**src/rtl/wallace_mul_unit.sv**
```systemverilog
// Pipelined RV32M multiplier built on a Wallace tree of full/half-adder cells; 3-cycle latency.
// A stall (out_valid && !out_ready) freezes every stage; flush clears all stage valids.

package wallace_mul_pkg;
    function automatic int wt_next(input int n);
        return (n / 3) * 2 + n % 3;
    endfunction

    function automatic int wt_rows_at(input int n, input int lvl);
        int r;
        r = n;
        for (int k = 0; k < lvl; k++) r = wt_next(r);
        return r;
    endfunction

    function automatic int wt_levels(input int n);
        int r;
        int c;
        r = n;
        c = 0;
        while (r > 2) begin
            r = wt_next(r);
            c++;
        end
        return c;
    endfunction
endpackage

module fulladder (
    input  logic a,
    input  logic b,
    input  logic ci,
    output logic s,
    output logic co
);
    assign s  = a ^ b ^ ci;
    assign co = (a & b) | (ci & (a ^ b));
endmodule

module halfadder (
    input  logic a,
    input  logic b,
    output logic s,
    output logic co
);
    assign s  = a ^ b;
    assign co = a & b;
endmodule

module wallace_reduce
    import wallace_mul_pkg::*;
#(
    parameter int PW   = 64,
    parameter int NIN  = 33,
    parameter int NLVL = 4,
    parameter int NOUT = 7
) (
    input  logic [PW-1:0] rows_in  [NIN],
    output logic [PW-1:0] rows_out [NOUT]
);
    logic [PW-1:0] lv [NLVL+1][NIN];

    for (genvar r = 0; r < NIN; r++) begin : g_in
        assign lv[0][r] = rows_in[r];
    end

    // Each level compresses row triples with full adders; a leftover pair goes through half adders.
    for (genvar k = 0; k < NLVL; k++) begin : g_lvl
        localparam int NC = wt_rows_at(NIN, k);
        localparam int NG = NC / 3;
        localparam int NR = NC % 3;
        localparam int NN = wt_rows_at(NIN, k + 1);

        for (genvar g = 0; g < NG; g++) begin : g_fa
            logic [PW-1:0] s;
            logic [PW-1:0] c;
            wire unused_cmsb = c[PW-1];
            for (genvar j = 0; j < PW; j++) begin : g_bit
                fulladder u_fa (
                    .a (lv[k][3*g][j]),
                    .b (lv[k][3*g+1][j]),
                    .ci(lv[k][3*g+2][j]),
                    .s (s[j]),
                    .co(c[j])
                );
            end
            assign lv[k+1][2*g]   = s;
            assign lv[k+1][2*g+1] = {c[PW-2:0], 1'b0};
        end

        if (NR == 2) begin : g_ha
            logic [PW-1:0] s;
            logic [PW-1:0] c;
            wire unused_cmsb = c[PW-1];
            for (genvar j = 0; j < PW; j++) begin : g_bit
                halfadder u_ha (
                    .a (lv[k][3*NG][j]),
                    .b (lv[k][3*NG+1][j]),
                    .s (s[j]),
                    .co(c[j])
                );
            end
            assign lv[k+1][2*NG]   = s;
            assign lv[k+1][2*NG+1] = {c[PW-2:0], 1'b0};
        end else if (NR == 1) begin : g_pass
            assign lv[k+1][2*NG] = lv[k][3*NG];
        end

        for (genvar r = NN; r < NIN; r++) begin : g_zero
            assign lv[k+1][r] = '0;
        end
    end

    for (genvar r = 0; r < NOUT; r++) begin : g_out
        assign rows_out[r] = lv[NLVL][r];
    end
endmodule

module wallace_mul_unit
    import wallace_mul_pkg::*;
#(
    parameter int WIDTH = 32,
    parameter int TAG_W = 5
) (
    input  logic             clk,
    input  logic             rst,
    input  logic             flush,
    input  logic             in_valid,
    output logic             in_ready,
    input  logic [1:0]       in_op,
    input  logic [WIDTH-1:0] in_a,
    input  logic [WIDTH-1:0] in_b,
    input  logic [TAG_W-1:0] in_tag,
    output logic             out_valid,
    input  logic             out_ready,
    output logic [WIDTH-1:0] out_result,
    output logic [TAG_W-1:0] out_tag
);
    localparam int N      = WIDTH + 1;
    localparam int PW     = 2 * WIDTH;
    localparam int LEVELS = wt_levels(N);
    localparam int SPLIT  = LEVELS / 2;
    localparam int NMID   = wt_rows_at(N, SPLIT);

    localparam logic [1:0] OP_MUL    = 2'b00;
    localparam logic [1:0] OP_MULH   = 2'b01;
    localparam logic [1:0] OP_MULHSU = 2'b10;

    logic             adv;
    logic             s1_vld, s2_vld;
    logic [1:0]       s1_op, s2_op;
    logic [TAG_W-1:0] s1_tag, s2_tag;
    logic [N-1:0]     a_x, b_x;
    logic [PW-1:0]    pp      [N];
    logic [PW-1:0]    mid     [NMID];
    logic [PW-1:0]    s1_rows [NMID];
    logic [PW-1:0]    fin     [2];
    logic [PW-1:0]    s2_sum, s2_cry;
    logic [PW-1:0]    prod;
    logic [WIDTH-1:0] res_sel;

    assign adv      = !out_valid || out_ready;
    assign in_ready = adv && !flush;

    // Baugh-Wooley rows for a signed (WIDTH+1)x(WIDTH+1) product, kept modulo 2^(2*WIDTH).
    // The +2^N correction sits in row 0 just above its own bits; the 2^(2N-1) term falls off the top.
    always_comb begin
        a_x = {((in_op == OP_MULH) || (in_op == OP_MULHSU)) && in_a[WIDTH-1], in_a};
        b_x = {(in_op == OP_MULH) && in_b[WIDTH-1], in_b};
        for (int i = 0; i < N; i++) begin
            pp[i] = '0;
            for (int j = 0; j < N; j++) begin
                if (i + j < PW)
                    pp[i][i+j] = (a_x[j] & b_x[i]) ^ ((i == N - 1) != (j == N - 1));
            end
        end
        pp[0][N] = 1'b1;
    end

    wallace_reduce #(.PW(PW), .NIN(N), .NLVL(SPLIT), .NOUT(NMID)) u_red_s1 (
        .rows_in (pp),
        .rows_out(mid)
    );

    wallace_reduce #(.PW(PW), .NIN(NMID), .NLVL(LEVELS - SPLIT), .NOUT(2)) u_red_s2 (
        .rows_in (s1_rows),
        .rows_out(fin)
    );

    assign prod    = s2_sum + s2_cry;
    assign res_sel = (s2_op == OP_MUL) ? prod[WIDTH-1:0] : prod[PW-1:WIDTH];

    always_ff @(posedge clk or negedge rst) begin
        if (!rst) begin
            s1_vld     <= 1'b0;
            s2_vld     <= 1'b0;
            out_valid  <= 1'b0;
            out_result <= '0;
            out_tag    <= '0;
        end else begin
            if (flush) begin
                s1_vld    <= 1'b0;
                s2_vld    <= 1'b0;
                out_valid <= 1'b0;
            end else if (adv) begin
                s1_vld    <= in_valid;
                s2_vld    <= s1_vld;
                out_valid <= s2_vld;
            end
            if (adv && s2_vld) begin
                out_result <= res_sel;
                out_tag    <= s2_tag;
            end
        end
    end

    // Payload only moves with a valid beat, so a held stage keeps its contents.
    always_ff @(posedge clk) begin
        if (adv && in_valid) begin
            s1_rows <= mid;
            s1_op   <= in_op;
            s1_tag  <= in_tag;
        end
        if (adv && s1_vld) begin
            s2_sum <= fin[0];
            s2_cry <= fin[1];
            s2_op  <= s1_op;
            s2_tag <= s1_tag;
        end
    end
endmodule

```
**config.mk**
```make
export PLATFORM = sky130hd
export DESIGN_NAME = wallace_mul_unit
export DESIGN_NICKNAME = d
export VERILOG_FILES = /design/src/rtl/wallace_mul_unit.sv
export SDC_FILE = /design/constraint.sdc
export NUM_CORES = 2
export LEC_CHECK = 0
export CAP_MARGIN = 10
export CORE_MARGIN = 2
export CORE_UTILIZATION = 40
export CTS_CLUSTER_SIZE = 14
export DETAILED_ROUTE_END_ITERATION = 10
export DONT_BUFFER_PORTS = 1
export GPL_TIMING_DRIVEN = 0
export MAX_ROUTING_LAYER = met4
export SLEW_MARGIN = 20
export SYNTH_ARGS = -nofsm -noshare
export SYNTH_HDL_FRONTEND = slang
export SYNTH_SLANG_ARGS = --single-unit
```
**constraint.sdc**
```tcl
create_clock -name clk -period 16.1 [get_ports clk]
set_clock_uncertainty 0.1 [all_clocks]
set_input_delay 3.22 -clock clk [delete_from_list [all_inputs] [get_ports clk]]
set_output_delay 3.22 -clock clk [all_outputs]
set_load 0.1 [all_outputs]
```
==> results list <==
- Post-synthesis to final-layout area growth: 8.642%
* Result of the run: finished clean
* Critical path data arrival time: 4100 ps
- Synthesis produced a netlist with a net count of 5485.
- After filler insertion, the fill cell instance count of the layout stands at 11.05k.
* Total negative setup slack: 0 ps
- Clock Sinks: 453
- For this block, the initial DRC count from the detailed router was 3203.
* CTS Hold Bufs: 0
* Global routing met3 resource utilization: 0.06866
- For this run the aggregate overflow at the end of global routing stands at 0.
- After synthesis, the cell types taking the most area are sky130_fd_sc_hd__fa_1 41%, sky130_fd_sc_hd__edfxtp_1 26%, sky130_fd_sc_hd__nand2_1 7.1%.
- At the worst endpoint, the required time is 12780 ps.
- Worst Path Buf+Inv: 0
- Of the cells placed in the final design, the portion with a size suffix greater than 1 is 0.02833.
- Category of the worst setup path capture point: output port
- Via density per instance: 5.362
- The initial utilization of the core area, before any placement, comes to 0.4018.
- Once detailed placement completed, the half-perimeter wirelength came to 135000 um.
- The final layout contains routed wiring with a total length of 164900 um.
* Unrepaired setup endpoints after global routing: false
- Number of cells produced by synthesis: 4193
* Via count of the routed design: 31.51k
* Number of unique standard cell types used by synthesis: 69
- The first detailed-routing pass took 6 iterations.
- Critical Path Start Type: input pin
* Max stage delay on crit path: 810 ps
* Post-cts resize count: 0
* Critical path's slowest cell: sky130_fd_sc_hd__nor2_2
- Cell count along the critical path: 2
* Total power divided by cell area: 214.2 mW/mm2
- After detailed routing, the number of remaining DRC violations is 0.
* Seq cells post-synth: 453
- After detailed routing, the average wire length per cell comes to 28.06 um.
* Post-synth EDFFs: 413
- Leaving out fill and tap cells, the most frequent cell in the layout is sky130_fd_sc_hd__fa_1.
* Final-report setup violation count: 0
* Layout net count: 5552
- I/O Pins: 115
- After clock tree synthesis, the clock-pin slew on the worst setup and hold paths is 60 ps.
- Worst Hold Margin: 319.6 ps
* Internal reg-to-reg setup slack: 12460 ps
- Cts bufs inserted: 56
* Yosys top cell by area: sky130_fd_sc_hd__fa_1
- Hold endpoint: s2_sum[3]$_DFFE_PP_
- Met2 GRT Util: 0.4327
- Worst hold stages: 0
- Total number of yosys warnings: 0
- The layer flagged by global routing as most heavily used is met2.
- Global routing usage summed across all routing layers: 0.2874
* CP Max Fanout: 4
- GRT met1 Usage: 0.3684
- The worst path needs 7417 ps of the cycle, external delays included.
- Mean instance size in the synthesized netlist: 11.27 um2
* Via count of the first global-routing pass: 33.91k
- Worst path cell trace: nor2b_1, nor2_2
- Wire length of the first global-routing pass: 239600 um
* Clk buf depth: 3
* Clock latency on the worst-skew pair: 710 ps
- From left edge to right edge, the die measures 347.7 um.
* IO Port Bufs: 0
- CTS placed an instance of sky130_fd_sc_hd__clkbuf_16 at the clock tree root.
- Worst slew slack as a fraction of its limit: 0.1636
- Clock tree from TritonCTS: yes
* Worst min-delay path class: flop to flop
- The floorplan step defined a core boundary enclosing 0.1176 mm2.
* Number of hold violations in the final report: 0
* Number of antenna violations at the first check in global routing: 17
- For the pin with the worst max-slew slack, the measured transition is 1255 ps.
* Y dimension of the die: 347.7 um
- H-tree levels: 2
* Proportion of synthesized chip area in sequential cells: 0.2836
* Critical path start-end classification: input pin to output port
- Area of the die: 0.1209 mm2
* Maxcap violations: 0
- Most frequently used flop master after synthesis: sky130_fd_sc_hd__edfxtp_1
* Worst vdd ir: 0.0001552 V
- Largest net degree at the start of global routing: 57
* Endpoint of the lowest-slack register-to-register path: out_result[24]$_DFFE_PN0P_
- Post-route antenna net violation count: 0
* Row count: 126
* FFs w/ async S/R, synth: 0.08830
- The final-report max-slew violation count is 0.
* Logic depth of the worst register-to-register path: 11
- The mapped netlist covers 0.04726 mm2.
* Top delay family on crit path: simple AND/OR/NAND/NOR gates
* Worst flop-to-flop path startpoint: s2_cry[20]$_DFFE_PP_
- Commonest cells after routing, fill and taps aside: 967 x sky130_fd_sc_hd__fa_1, 895 x sky130_fd_sc_hd__nand2_1, 641 x sky130_fd_sc_hd__inv_1
* Gp weighted congestion: 1.031
* Fmax: 134.8 MHz
* Share of Yosys cell area claimed by the top area cell type: 0.4096
- For this design the static power due to leakage is 21.86 nW.
* Final cycle utilization of the critical path: 0.4607
* Origin of the worst min-delay path: s1_rows[387]$_DFFE_PP_
- Post-CTS Setup Bufs: 0
==> metal layers <==
layer,part of all wire,vias up
met2,0.45,1576
met3,0.10,343
met5,0,-
met1,0.39,16470
li1,-,13121
met4,0.055,0
==> Yosys cell counts (5+ instances only) <==
library cell               number
sky130_fd_sc_hd__a211oi_1       7
sky130_fd_sc_hd__a21o_1        32
sky130_fd_sc_hd__a21oi_1       92
sky130_fd_sc_hd__a31oi_1       19
sky130_fd_sc_hd__and2_1       285
sky130_fd_sc_hd__and3_1         6
sky130_fd_sc_hd__clkbuf_1     230
sky130_fd_sc_hd__dfrtp_1       40
sky130_fd_sc_hd__edfxtp_1     413
sky130_fd_sc_hd__fa_1         967
sky130_fd_sc_hd__ha_1         249
sky130_fd_sc_hd__inv_1        641
sky130_fd_sc_hd__nand2_1      895
sky130_fd_sc_hd__nand3_1       11
sky130_fd_sc_hd__nand4_1       22
sky130_fd_sc_hd__nor2_1        64
sky130_fd_sc_hd__nor3_1        17
sky130_fd_sc_hd__nor4_1         5
sky130_fd_sc_hd__o21a_1         6
sky130_fd_sc_hd__o21ai_0       44
sky130_fd_sc_hd__o21ai_1       11
sky130_fd_sc_hd__o21bai_1      10
sky130_fd_sc_hd__or3_1          7
sky130_fd_sc_hd__xnor2_1       26
sky130_fd_sc_hd__xor2_1        20
==> metrics by stage <==
stage          power (W)  cell area (um2)  setup WS [ps]    util  std cells
2_1_floorplan   0.006604            47260           5389       -       4193
3_3_place_gp    0.009559            49180           1901  0.4182       5729
3_5_place_dp    0.009631            49390           8351  0.4199       5737
4_1_cts          0.01099            51250           8679  0.4358       5842
5_1_grt          0.01191            51320           8666  0.4364       5868
6_report         0.01100            51340           8683  0.4366       5876
==> worst max path at each step <==
| stage | from | end | slack (ps) |
|---|---|---|---|
| 5_1_grt | out_ready | in_ready | 8670 |
| 3_3_place_gp | out_ready | s1_rows[41]$_DFFE_PP_ | 1900 |
| 4_1_cts | out_ready | in_ready | 8680 |
| 2_1_floorplan | out_ready | s1_op[0]$_DFFE_PP_ | 5390 |
| 6_report | out_ready | in_ready | 8680 |
| 3_5_place_dp | in_op[1] | s1_rows[177]$_DFFE_PP_ | 8350 |
==> state kept, by name, summed over array words and instances, names as in the netlist, 5 cells and up <==
signal	cells
s2_sum	64
s2_tag	5
s1_tag	5
out_tag	5
s1_rows	280
s2_cry	55
out_result	32
==> where the power goes <==
part,total (W),internal [W],switching (W)
clock network,0.00129,0.000736,0.000551
logic,0.00695,0.00257,0.00438
registers,0.00276,0.00224,0.000522
==> cells by family after synthesis <==
group / after synthesis / share of synthesized area
adders and majority gates: 1216 / 0.4756
xor gates and xnor gates: 46 / 0.008525
DFF: 453 / 0.2836
and+or+nand+nor: 1335 / 0.1263
buffers and inverters: 877 / 0.06995
AOI/OAI and AO/OA: 263 / 0.03540
muxes: 3 / 0.0006354
==> final cells by class <==
type,count,area (um2),area share
multi-input cells,2863,30560,0.5952
diodes,33,82.58,0.001608
plain buffers,236,900.9,0.01755
clock buffers,88,1675,0.03263
repair buffers,9,209.0,0.004070
well taps,1536,1922,0.03743
flip-flops and latches,453,13400,0.2610
clock inverters,17,186.4,0.003631
inverters,641,2406,0.04686
(Power assumes the default switching activity.)
